File: src/rtl/temp_sample_filter.sv
// Sliding-window average of raw temperature samples with spike rejection and stall detection.
// Latency: a sample accepted at edge k updates current_temp/spike_count at edge k; fault asserts one edge after idle saturates.
// Backpressure: none; a sample may arrive every cycle and is always consumed (accepted or rejected).
//
// Ports:
//   clk, reset (async, active-low)
//   sample_valid/sample_data : raw sensor strobe and reading
//   current_temp/temp_valid  : filtered temperature, valid only while tracking a full window
//   sensor_fault             : sensor stalled for TIMEOUT cycles
//   spike_count              : saturating count of rejected samples
module temp_sample_filter #(
  parameter int WIDTH       = 8,
  parameter int AVG_LOG2    = 2,
  parameter int SPIKE_LIMIT = 16,
  parameter int SPIKE_RUN   = 3,
  parameter int TIMEOUT     = 1000
) (
  input  logic             clk,
  input  logic             reset,
  input  logic             sample_valid,
  input  logic [WIDTH-1:0] sample_data,
  output logic [WIDTH-1:0] current_temp,
  output logic             temp_valid,
  output logic             sensor_fault,
  output logic [7:0]       spike_count
);

  localparam int N      = 1 << AVG_LOG2;
  localparam int SUM_W  = WIDTH + AVG_LOG2;
  localparam int FILL_W = AVG_LOG2 + 1;
  localparam int RUN_W  = $clog2(SPIKE_RUN + 1);
  localparam int IDLE_W = $clog2(TIMEOUT + 1);

  typedef enum logic [1:0] {FILL, TRACK, FAULT} state_t;

  state_t              state;
  logic [WIDTH-1:0]    buf_q [N];
  logic [AVG_LOG2-1:0] wr_ptr;
  logic [SUM_W-1:0]    sum_q;
  logic [FILL_W-1:0]   fill_cnt;
  logic [RUN_W-1:0]    run_cnt;
  logic [IDLE_W-1:0]   idle_cnt;

  logic [SUM_W-1:0]    sum_acc;
  logic [WIDTH:0]      diff;
  logic                out_of_range;
  logic [RUN_W-1:0]    run_inc;
  logic                run_done;
  logic                idle_hit;

  always_comb begin
    // Running sum stays exact: the slot being overwritten is the oldest sample.
    sum_acc = sum_q - SUM_W'(buf_q[wr_ptr]) + SUM_W'(sample_data);
    // One extra bit so the absolute difference never wraps.
    if ({1'b0, sample_data} >= {1'b0, current_temp})
      diff = {1'b0, sample_data} - {1'b0, current_temp};
    else
      diff = {1'b0, current_temp} - {1'b0, sample_data};
    out_of_range = diff > (WIDTH+1)'(SPIKE_LIMIT);
    run_inc      = run_cnt + RUN_W'(1);
    run_done     = run_inc == RUN_W'(SPIKE_RUN);
    idle_hit     = idle_cnt == IDLE_W'(TIMEOUT);
  end

  always_ff @(posedge clk or negedge reset) begin
    if (!reset) begin
      state        <= FILL;
      for (int i = 0; i < N; i++) buf_q[i] <= '0;
      wr_ptr       <= '0;
      sum_q        <= '0;
      fill_cnt     <= '0;
      run_cnt      <= '0;
      idle_cnt     <= '0;
      current_temp <= '0;
      temp_valid   <= 1'b0;
      sensor_fault <= 1'b0;
      spike_count  <= '0;
    end else begin
      // Any strobe, even a rejected spike, proves the sensor is alive.
      if (sample_valid)
        idle_cnt <= '0;
      else if (!idle_hit)
        idle_cnt <= idle_cnt + IDLE_W'(1);

      case (state)
        FILL: begin
          if (sample_valid) begin
            buf_q[wr_ptr] <= sample_data;
            sum_q         <= sum_acc;
            wr_ptr        <= wr_ptr + 1'b1;
            fill_cnt      <= fill_cnt + 1'b1;
            if (fill_cnt == FILL_W'(N - 1)) begin
              state        <= TRACK;
              temp_valid   <= 1'b1;
              current_temp <= sum_acc[SUM_W-1:AVG_LOG2];
            end
          end else if (idle_hit) begin
            state        <= FAULT;
            sensor_fault <= 1'b1;
          end
        end

        TRACK: begin
          if (sample_valid) begin
            // A sustained run of out-of-range samples is a real step, not a spike.
            if (!out_of_range || run_done) begin
              buf_q[wr_ptr] <= sample_data;
              sum_q         <= sum_acc;
              wr_ptr        <= wr_ptr + 1'b1;
              current_temp  <= sum_acc[SUM_W-1:AVG_LOG2];
              run_cnt       <= '0;
            end else begin
              run_cnt <= run_inc;
              if (spike_count != 8'hFF)
                spike_count <= spike_count + 8'd1;
            end
          end else if (idle_hit) begin
            state        <= FAULT;
            temp_valid   <= 1'b0;
            sensor_fault <= 1'b1;
          end
        end

        FAULT: begin
          // Restart the window from scratch; the waking sample is the first fill entry.
          if (sample_valid) begin
            for (int i = 0; i < N; i++) buf_q[i] <= '0;
            buf_q[0]     <= sample_data;
            sum_q        <= SUM_W'(sample_data);
            wr_ptr       <= AVG_LOG2'(1);
            fill_cnt     <= FILL_W'(1);
            run_cnt      <= '0;
            state        <= FILL;
            sensor_fault <= 1'b0;
          end
        end

        default: state <= FILL;
      endcase
    end
  end

endmodule

File: config.mk
export PLATFORM = sky130hd
export DESIGN_NAME = temp_sample_filter
export DESIGN_NICKNAME = d
export VERILOG_FILES = /design/src/rtl/temp_sample_filter.sv
export SDC_FILE = /design/constraint.sdc
export NUM_CORES = 1
export LEC_CHECK = 0
export ABC_AREA = 1
export BUFFER_PORTS_ARGS = -buffer_cell sky130_fd_sc_hd__buf_2
export CAP_MARGIN = 20
export CORE_MARGIN = 4
export CORE_UTILIZATION = 56
export CTS_BUF_LIST = sky130_fd_sc_hd__clkbuf_2 sky130_fd_sc_hd__clkbuf_4 sky130_fd_sc_hd__clkbuf_8
export CTS_CLUSTER_DIAMETER = 40
export CTS_CLUSTER_SIZE = 12
export DETAILED_ROUTE_END_ITERATION = 8
export PLACE_DENSITY = 0.79
export SLEW_MARGIN = 0
export SYNTH_ARGS = -nofsm -noshare
export SYNTH_HDL_FRONTEND = slang
export SYNTH_SLANG_ARGS = --single-unit
File: constraint.sdc
create_clock -name clk -period 4.1 [get_ports clk]
set_clock_uncertainty 0.2 [all_clocks]
set_input_delay 0.205 -clock clk [delete_from_list [all_inputs] [get_ports clk]]
set_output_delay 0.205 -clock clk [all_outputs]
set_load 0.01 [all_outputs]
==> impl_results.md <==
* Synth Flop Type: dfrtp_1
* Max VDD drop at between 0.0004 and 0.0005 V
* Status: finished, final reports clean
* Clk root buf: clkbuf_8
* Top sig layer: met4
* Relative slew slack at 0.6648
* Final hold vios at 0
* Clk_lat worst skew at around 370 ps
* Max clock buf depth at 2
* CP Capture Type: register
* Fillers at ~890
* Full die area at 11,690 sq um
* Final setup fails at 0
* Reg2Reg Launch Point: wr_ptr[1]
* Synthesized Nets at between 800 and 900
* TNS Setup at 0 ps
* Pre-antenna DRT Iters at 5
* Achievable Freq at 0.2745 GHz
* Initial antenna violation count at 0
* Core area at slightly below 10,000 sq um
* CTS Buf Count at 9
* Final Hold Slack at 13.37 ps
* Worst-Margin Slew at 502.3 ps
* CTS H-tree depth at 3
* Post-CTS sizing at 0
* Via count at 5,027
* P&R area growth vs syn at 9.136%
* Kind of start point of the critical path: register
* Final worst setup slack at 457.6 ps
* Port bufs at 28
* Ys async rst share at 1.000
* WP data arrival at between 3000 and 4000 ps
* Max-cap viol count at 0
* Number of synthesized flops with an enable pin at 0
* Yosys warns at 0
* Number of global-route vias before repair at about 4.9k
* Delay of the slowest cell on the worst path at around 510 ps
* Total grt overflow at 0
* DR WL met3 at 730 um
* Leading area contributor after synthesis: dfrtp_1
* Die H at 108.1 um
* Gr usage total at 0.2472
* Crit-path cells: inv_1, o21ai_0, o22ai_1, fa_1, fa_1, o21ai_0, a21oi_1, o21ai_0, nand2_1, nand2_1, nand2_1, nand3_1, nand2_1, nand3_1, nand2_1
* DRT antenna net count at 0
* Routed vias/inst at between 5 and 6
* Multi-input logic area at approximately 3000 sq um
* Row cnt at 36
* PD cells at 853.6 nW/um^2
* Final nets at roughly 870
* First-pass GRT wire length at 22.75 mm
* RSZ-0062 raised after global routing: false
* Cell Area, Synth at ~5600 sq um
* I/O Pins at 29
* CP required at 4150 ps
* Avg Cell Area, Syn at just over 7 sq um
* Hold WC Path Type: in2async
* Final WL at 13.27 mm
* Distinct cells, synth at 38
* Max-slew violations at 0
* Worst setup path endpoint: current_temp[6]
* DRC violations left at 0
* Max Fanout on Critical Path at 12
* CTS tree: yes
* DRT iter0 DRCs at 509
* Yosys reg bits at 79
* Share of cells above drive strength 1 at 0.08957
* Worst slack, placed at approximately 600 ps
* Die W at approximately 110 um
* Met2 Wirelength at around 6.4 mm
* Top delay family on crit path: compound AO/OA/AOI/OAI gates
* GP Congestion at around 0.9
* Starting Density at 0.5745
* Detailed-route wire length per cell at between 10 and 15 um
* CP startpoint: wr_ptr[1]
* CP max stage cell: dfrtp_1
* Share of the synthesized area in the top cell type at 0.3520
* Fin crit share at 0.8884
* Sequential cell area at ~2000 sq um
* Syn Inst Count at slightly below 800
* Setup CP Type: reg2reg
* Total chip power at roughly 0.0052 W
* R2r setup slk at 460 ps
* Metal-1 WL at 5.603 mm
* CP Buf/Inv Count at 1
* Sink Count at 79
* Crit path time final at between 3000 and 4000 ps
* Detailed Place HPWL at about 9.9 mm
* Largest net degree at the start of global routing at 80
* ANT cells at 0
* Reg2reg path depth at 15
* Area contributors post-synth: dfrtp_1, nand2_1, inv_1
* Crit. path cell count at 15
* Clock Pin Slew Worst Setup and Hold Paths at about 80 ps
* Most frequent CP cell: nand2_1
* Post-synthesis sequential area ratio at 0.3520
* Pleak at about 3.5 nW
* Capturing point of the worst reg2reg path: current_temp[6]
synthesized netlist by cell type, types with 8 or more instances:
| cell | number |
|---|---|
| nor2_1 | 48 |
| dfrtp_1 | 79 |
| nand2_1 | 244 |
| a21oi_1 | 19 |
| xnor2_1 | 9 |
| ha_1 | 36 |
| nand2_2 | 8 |
| nand3_1 | 66 |
| o21ai_0 | 42 |
| fa_1 | 10 |
| clkbuf_1 | 10 |
| xor2_1 | 10 |
| buf_2 | 9 |
| inv_1 | 127 |
| o22ai_1 | 11 |
cell families after synthesis:
group	synth area share
AND/OR/NAND/NOR	0.3037
buffers and inverters	0.1125
AO/OA/AOI/OAI	0.08623
flip-flops	0.3521
adder cells (fa/ha/maj)	0.1159
XOR/XNOR	0.02963
cells in the final DEF (no fill, tap or decap), types with 3 or more instances in the layout:
cell type | synthesis | final
a21oi_1 | 19 | 19
nand3_1 | 66 | 66
nor2_1 | 48 | 48
ha_1 | 36 | 36
nand2_1 | 244 | 244
inv_1 | 127 | 127
o21ai_0 | 42 | 42
nand4_1 | 5 | 5
o21ai_1 | 5 | 5
buf_4 | 0 | 6
buf_2 | 9 | 27
nor3_1 | 6 | 6
o22ai_1 | 11 | 11
dfrtp_1 | 79 | 79
fa_1 | 10 | 10
o211ai_1 | 3 | 3
xnor2_1 | 9 | 9
nand3_2 | 7 | 7
nand2_2 | 8 | 8
clkbuf_8 | 0 | 10
dlygate4sd3_1 | 0 | 10
nand2_4 | 3 | 3
xor2_1 | 10 | 10
or2_2 | 4 | 4
where the power goes:
part           internal [W]  total, W  switching [W]
Combinational       0.00124   0.00338        0.00214
Clock              0.000298  0.000585       0.000287
Sequential          0.00106   0.00126       0.000205
routing by layer:
layer,track usage,vias to the layer above
li1,-,2497
met1,0.3124,2337
met5,0,-
met4,0.1190,0
met2,0.4094,151
met3,0.04597,42
metrics by stage:
step	cells	cell area (sq um)	utilization
6_report	948	6128	0.6270
5_1_grt	948	6128	0.6270
4_1_cts	947	6101	0.6242
3_5_place_dp	923	5811	0.5945
3_3_place_gp	923	5811	0.5945
2_1_floorplan	781	5615	-
how the worst min path moves through the flow:
stage	start	end	slack, ps	cells past startpoint
2_1_floorplan	reset	buf_q[0]	-290	0
3_3_place_gp	reset	buf_q[2]	230	1
3_5_place_dp	reset	buf_q[1]	240	1
4_1_cts	buf_q[31]	buf_q[31]	280	2
5_1_grt	reset	buf_q[26]	20	2
6_report	reset	buf_q[26]	10	2
flip-flops by register name, indices dropped and copies added, names as in the netlist:
register      count
buf_q            32
idle_cnt         10
sum_q            10
current_temp      8
spike_count       8
fill_cnt          3
run_cnt           2
state             2
wr_ptr            2
sensor_fault      1
temp_valid        1
worst reg2reg max path: stages (launching register included):
cell	delay [ps]
dfrtp_1	510
inv_1	290
o21ai_0	130
o22ai_1	190
fa_1	500
fa_1	470
o21ai_0	320
a21oi_1	130
o21ai_0	290
nand2_1	80
nand2_1	70
nand2_1	70
nand3_1	80
nand2_1	70
nand3_1	80
nand2_1	60
final cells by class:
| class | count | area share |
|---|---|---|
| multi-input cells | 550 | 0.4906 |
| flip-flops and latches | 79 | 0.3226 |
| inverters | 128 | 0.07840 |
| repair buffers | 44 | 0.05022 |
| well taps | 133 | 0.02715 |
| clock buffers | 11 | 0.02368 |
| clock inverters | 3 | 0.007350 |
what timing repair did:
action	4_1_cts	5_1_grt
hold buffers	10	0
endpoints found under the hold margin	95	0
endpoints found under the setup margin	0	0
buffers inserted	0	0
No activity file was read; power rests on OpenSTA's default activity.
